## config.mk

```make
export PLATFORM = sky130hd
export DESIGN_NAME = game_controller
export DESIGN_NICKNAME = d
export VERILOG_FILES = /design/src/rtl/game_controller.sv
export SDC_FILE = /design/constraint.sdc
export NUM_CORES = 1
export LEC_CHECK = 0
export BUFFER_PORTS_ARGS = -buffer_cell sky130_fd_sc_hd__buf_4
export CELL_PAD_IN_SITES_DETAIL_PLACEMENT = 2
export CELL_PAD_IN_SITES_GLOBAL_PLACEMENT = 2
export CORE_MARGIN = 8
export CORE_UTILIZATION = 36
export CTS_CLUSTER_SIZE = 14
export DETAILED_ROUTE_END_ITERATION = 12
export PLACE_DENSITY = 0.77
export SYNTH_ARGS = -nofsm -noshare
export SYNTH_HDL_FRONTEND = slang
export SYNTH_SLANG_ARGS = --single-unit
export TNS_END_PERCENT = 20
```

## constraint.sdc

```tcl
create_clock -name clk -period 0.8 [get_ports clk]
set_input_delay 0.04 -clock clk [delete_from_list [all_inputs] [get_ports clk]]
set_output_delay 0.04 -clock clk [all_outputs]
set_load 0.05 [all_outputs]
```

## src/rtl/game_controller.sv

```systemverilog
// Pong game sequencer: splash / play / point-pause / game-over, with score keeping.
// Optional GAME_CTRL_AUTO_RESTART_EN returns from OVER to SPLASH after 4*PAUSE_FRAMES frames.
module game_controller #(
  parameter int unsigned WIN_SCORE    = 5,
  parameter int unsigned PAUSE_FRAMES = 60
) (
  input  logic       clk,
  input  logic       clr_n,
  input  logic       start,
  input  logic       goal_p1,
  input  logic       goal_p2,
  input  logic       frame_tick,
  output logic [2:0] score_1,
  output logic [2:0] score_2,
  output logic [1:0] cur_state,
  output logic       ball_reset,
  output logic       serve_dir,
  output logic       winner
);

  typedef enum logic [1:0] {
    SPLASH = 2'b00,
    PLAY   = 2'b01,
    POINT  = 2'b10,
    OVER   = 2'b11
  } state_t;

  localparam logic [2:0] WIN_VAL   = 3'(WIN_SCORE);
  localparam logic [7:0] PAUSE_VAL = 8'(PAUSE_FRAMES);
`ifdef GAME_CTRL_AUTO_RESTART_EN
  localparam logic [9:0] OVER_VAL  = 10'(4 * PAUSE_FRAMES);
`endif

  // Asserts asynchronously, releases on the first clk edge after clr_n rises.
  logic rst_n_q;
  always_ff @(posedge clk or negedge clr_n) begin
    if (!clr_n) rst_n_q <= 1'b0;
    else        rst_n_q <= 1'b1;
  end

  state_t     state_q, state_d;
  logic [2:0] score_1_q, score_1_d;
  logic [2:0] score_2_q, score_2_d;
  logic       ball_reset_q, ball_reset_d;
  logic       serve_dir_q, serve_dir_d;
  logic       winner_q, winner_d;
  logic [7:0] pause_cnt_q, pause_cnt_d;
  logic       start_q, goal_p1_q, goal_p2_q;
`ifdef GAME_CTRL_AUTO_RESTART_EN
  logic [9:0] over_cnt_q, over_cnt_d;
`endif

  logic       start_ev, p1_ev, p2_ev;
  logic [2:0] score_next;
  logic [7:0] pause_next;

  assign start_ev = start   & ~start_q;
  assign p1_ev    = goal_p1 & ~goal_p1_q;
  assign p2_ev    = goal_p2 & ~goal_p2_q;

  always_comb begin
    state_d      = state_q;
    score_1_d    = score_1_q;
    score_2_d    = score_2_q;
    ball_reset_d = 1'b0;
    serve_dir_d  = serve_dir_q;
    winner_d     = winner_q;
    pause_cnt_d  = pause_cnt_q;
    score_next   = '0;
    pause_next   = pause_cnt_q + 8'd1;
`ifdef GAME_CTRL_AUTO_RESTART_EN
    over_cnt_d   = over_cnt_q;
`endif

    case (state_q)
      SPLASH: begin
        score_1_d = '0;
        score_2_d = '0;
        if (start_ev) begin
          state_d      = PLAY;
          ball_reset_d = 1'b1;
        end
      end

      PLAY: begin
        // Simultaneous goals are a void rally: pause without scoring.
        if (p1_ev && p2_ev) begin
          state_d     = POINT;
          pause_cnt_d = '0;
        end else if (p1_ev || p2_ev) begin
          score_next  = p1_ev ? score_1_q + 3'd1 : score_2_q + 3'd1;
          serve_dir_d = p1_ev;
          if (p1_ev) score_1_d = score_next;
          else       score_2_d = score_next;
          if (score_next == WIN_VAL) begin
            state_d  = OVER;
            winner_d = p2_ev;
`ifdef GAME_CTRL_AUTO_RESTART_EN
            over_cnt_d = '0;
`endif
          end else begin
            state_d     = POINT;
            pause_cnt_d = '0;
          end
        end
      end

      POINT: begin
        if (frame_tick) begin
          pause_cnt_d = pause_next;
          if (pause_next == PAUSE_VAL) begin
            state_d      = PLAY;
            ball_reset_d = 1'b1;
          end
        end
      end

      OVER: begin
        if (start_ev) begin
          state_d   = SPLASH;
          score_1_d = '0;
          score_2_d = '0;
          winner_d  = 1'b0;
        end
`ifdef GAME_CTRL_AUTO_RESTART_EN
        else if (frame_tick) begin
          over_cnt_d = over_cnt_q + 10'd1;
          if (over_cnt_d == OVER_VAL) begin
            state_d   = SPLASH;
            score_1_d = '0;
            score_2_d = '0;
            winner_d  = 1'b0;
          end
        end
`endif
      end

      default: state_d = SPLASH;
    endcase
  end

  always_ff @(posedge clk or negedge rst_n_q) begin
    if (!rst_n_q) begin
      state_q      <= SPLASH;
      score_1_q    <= '0;
      score_2_q    <= '0;
      ball_reset_q <= 1'b0;
      serve_dir_q  <= 1'b0;
      winner_q     <= 1'b0;
      pause_cnt_q  <= '0;
      start_q      <= 1'b0;
      goal_p1_q    <= 1'b0;
      goal_p2_q    <= 1'b0;
`ifdef GAME_CTRL_AUTO_RESTART_EN
      over_cnt_q   <= '0;
`endif
    end else begin
      state_q      <= state_d;
      score_1_q    <= score_1_d;
      score_2_q    <= score_2_d;
      ball_reset_q <= ball_reset_d;
      serve_dir_q  <= serve_dir_d;
      winner_q     <= winner_d;
      pause_cnt_q  <= pause_cnt_d;
      start_q      <= start;
      goal_p1_q    <= goal_p1;
      goal_p2_q    <= goal_p2;
`ifdef GAME_CTRL_AUTO_RESTART_EN
      over_cnt_q   <= over_cnt_d;
`endif
    end
  end

  assign cur_state  = state_q;
  assign score_1    = score_1_q;
  assign score_2    = score_2_q;
  assign ball_reset = ball_reset_q;
  assign serve_dir  = serve_dir_q;
  assign winner     = winner_q;

endmodule
```

==> results of run 1 <==
[cells by family after synthesis]
group           after synthesis
xor+xnor                      2
fa+ha+maj                    10
other cells                   1
compound gates               29
simple gates                 47
mux                           9
flops                        23
buf+inv                      11
[per-stage QoR]
step / hold slack (ps) / util (%)
after floorplan: -256 / -
after global placement: -185 / 52.8
after detailed placement: -184 / 52.8
==> reports/metrics.cfg, run 1 <==
[yosys]
synth_xor_area_share_pct=1.32
synth_top_area_share_pct=43.5
synth_seq_cells=23
synthAdderAreaFrac_pct=9.45
synth_most_common_cell=dfrtp_1
synth_edf_count=0
synth_area_leaders=dfrtp_1 43%, ha_1 9.5%, o21ai_0 4.9%
synth_area_mm2=0.00132
synth_top_family_by_area=simple AND/OR/NAND/NOR gates
synth_ff_type=dfrtp_1
synth_area_leader_cell=dfrtp_1
async_reset_ff_share_pct=100
syn-mean-instance-area_um2=10.0
synth_commonest_cells=23 x dfrtp_1, 13 x o21ai_0, 10 x ha_1
synth.area.mux_share_pct=7.28
synth_fp_nets=148
ys_types=38
ys_warn_count=0
yosys.area_share.simple_pct=19.6
netlist_instances=132
ys_seq_area_share_pct=43.5
synth_compound_area_share_pct=14.9

[clocking]
clkSinkCount=23
cts_made_buffers=3
htreeDepth=1
post-cts-setup-buffers=5
ctsResizeCount=48
root_buffer=clkbuf_8
clockBufferDepth=2
ctsHoldBuffers=4

[place]
dpl_cell_area_mm2=0.00190
dp.cells=242
place_ws_ps=-1480
place_congestion=0.815
io_buffers=16
dp.final_hpwl_um=3940

[floorplanning]
num_io_pins=17
die_x_um=76.6
rows=22
start_util_pct=36.7
die_height_um=76.6

[outcome]
lastStage=clock tree synthesis
first-error=[ERROR DPL-0033] detailed placement checks failed during check placement.
status=did not finish

==> inputs of run 2 (changes only) <==
==> config.mk (replaced) <==
export PLATFORM = sky130hd
export DESIGN_NAME = game_controller
export DESIGN_NICKNAME = d
export VERILOG_FILES = /design/src/rtl/game_controller.sv
export SDC_FILE = /design/constraint.sdc
export NUM_CORES = 1
export LEC_CHECK = 0
export BUFFER_PORTS_ARGS = -buffer_cell sky130_fd_sc_hd__buf_4
export CORE_AREA = 8 8 69 71
export DETAILED_ROUTE_END_ITERATION = 12
export DIE_AREA = 0 0 77 79
export PLACE_DENSITY_LB_ADDON = 0.15
export SYNTH_ARGS = -nofsm -noshare
export SYNTH_HDL_FRONTEND = slang
export SYNTH_SLANG_ARGS = --single-unit
export TNS_END_PERCENT = 20
==> run 2 against run 1 <==
The flow now finishes, with violations (setup timing). Synthesized cell count unchanged. Area after synthesis unchanged.
==> reports/metrics.cfg, run 2 <==
[setup_path]
r2r_slack_ps=-1220
path_class=reg2reg
critPathLaunch=goal_p1_q
end_kind=flip-flop
worstSetupStartpointType=flip-flop
worstSetupEndpoint=pause_cnt_q[3]
r2r-start=goal_p1_q
reg2regPathDepth=10
arrival_ps=2190
path_max_fanout=6
cp.required_ps=960
reg2reg_to=pause_cnt_q[3]

[yosys]
synth_edf_count=0
synth_fp_nets=148
netlist_instances=132
synth_ff_type=dfrtp_1
synth_commonest_cells=23 x dfrtp_1, 13 x o21ai_0, 10 x ha_1
ys_warn_count=0
synth_area_leaders=dfrtp_1 43%, ha_1 9.5%, o21ai_0 4.9%
synth_most_common_cell=dfrtp_1
synth_area_mm2=0.00132
syn-mean-instance-area_um2=10.0
synth_area_leader_cell=dfrtp_1
ys_types=38
async_reset_ff_share_pct=100
synth_top_area_share_pct=43.5
synth_seq_cells=23
ys_seq_area_share_pct=43.5

[sta]
max_freq_mhz=494
setup_viol=30
hold_viol_final=0
final_max_slew_viol_count=0
fin_crit_sh_pct=253
rsz0062_at_grt=true
finalCriticalPeriod_ps=2020
fin_worst_skew_ps=9.83
setup_slack_ps=-1220

[outcome]
status=finished with violations
violations=setup timing

[routing]
drtIter0Drc=35
totalWireLength_um=3490
ant_nets=0
drt_pass1_iterations=4
dr_total_vias=1240
drc=0
viasPerCell=5.04
routedWlPerCell_um=14.2

[power]
powerDensity_mw_per_mm2=3150
leakage_nw=1.00
peakVddDrop_uv=2030
p_seq_share_pct=23.7
p_clk_share_pct=11.1
switching_share_pct=42.2
switching_power_w=0.00287
p_comb_share_pct=65.1
finalPower_w=0.00680
internal_power_w=0.00393

[global_route]
grt_antenna_before_repair=0
grt_pass1_wl_um=5960
grt_max_degree=23
grt.total_usage_pct=11.6
grt_pass1_vias=1326
grt.overflow.total=0

[layout]
regMostFlops=pause_cnt_q
final_cell_mix=37 x buf_4, 17 x dfrtp_1, 16 x buf_6, 9 x o21ai_0, 9 x nand2_1
final_common_cell=buf_4
largest_reg_flops=8
area_growth_pct=63.0
post_layout_nonfiller_instances=246
nets=213
layout-drive-gt1-share_pct=51.0
antenna_cells=0

[clocking]
cts_tree=built
clkSinkCount=23
clk_latency_ps=270
clockBufferDepth=2
cts_made_buffers=3
root_buffer=clkbuf_8
htreeDepth=1
clkSlewWorstSetupHoldPaths_ps=100

[place]
place_congestion=0.798
dp.cells=235
dp.final_hpwl_um=2500
io_buffers=16

[floorplanning]
die_height_um=79
start_util_pct=34.8
die_area_mm2=0.00608
rows=23
core_mm2=0.00380
num_io_pins=17
die_x_um=77

[worst_hold_path]
hp-class=in2async

[job]
max_cap_violations=0

## run 2: cell counts after synthesis
No cell type changed its count.
## run 2: power by group through the flow
stage	sequential [W]	combinational (W)	clock, W
3_3_place_gp	0.00159	0.00355	0
5_1_grt	0.00165	0.00484	0.000810
2_1_floorplan	0.00232	0.00154	0
6_report	0.00162	0.00443	0.000757
4_1_cts	0.00161	0.00422	0.000764
3_5_place_dp	0.00161	0.00362	0
## run 2: kinds of logic after synthesis
family          count (synthesis)  share of synthesized area (%)
compound gates                 29                           14.9
xor+xnor                        2                           1.32
fa+ha+maj                      10                           9.45
buf+inv                        11                           3.69
flops                          23                           43.5
mux                             9                           7.28
other cells                     1                          0.283
simple gates                   47                           19.6
## run 2: worst min path at each step
stage               cells after the start  endpoint  slack, ps
global placement                        1   rst_n_q       -180
global route                            2   rst_n_q         70
detailed placement                      1   rst_n_q       -180
floorplan                               0   rst_n_q       -260
CTS                                     2   rst_n_q         70
finish                                  2   rst_n_q         60
## run 2: timing repair
item,CTS,global route
pin swaps,6,3
endpoints found under the hold margin,4,0
endpoints found under the setup margin,30,30
buffers inserted,2,1
hold buffers,4,0
resized for setup,33,18
## run 2: stage by stage
step | hold WS, ps | cell area [um^2] | utilization [%] | TNS (ps) | worst slack [ps]
floorplan | -256 | 1370 | - | -19710 | -1250
global placement | -184 | 1850 | 48.7 | -20800 | -1270
detailed placement | -184 | 1850 | 48.7 | -22520 | -1370
CTS | 68.2 | 2090 | 55.0 | -22120 | -1220
global route | 74.7 | 2160 | 56.8 | -24320 | -1340
finish | 63.1 | 2160 | 56.8 | -21840 | -1220
## run 2: area by class of cell
type	instances	area, um^2
repair buffers	62	583
flip-flops and latches	23	583
fillers	339	1640
clock inverters	1	5.00
multi-input cells	98	847
well taps	50	62.6
clock buffers	3	41.3
inverters	9	36.3
## run 2: metal layers
metal  part of all wire, %  vias up  track usage, %
met3                   3.1        4            2.26
met5                     0        -               0
li1                      -      602               -
met2                    53       17            21.4
met1                    43      617            13.1
met4                  0.89        0            3.96
## run 2: critical path, stage by stage (launching register included)
cell       delay, ps
dfrtp_1          400
nor2b_4          140
inv_4             70
mux2i_4          210
inv_2             70
ha_4             160
nand4bb_4        190
mux2i_4          280
buf_6            150
nor3_2            40
o22a_1           200
Note: power is estimated with default switching activity, not from simulation.
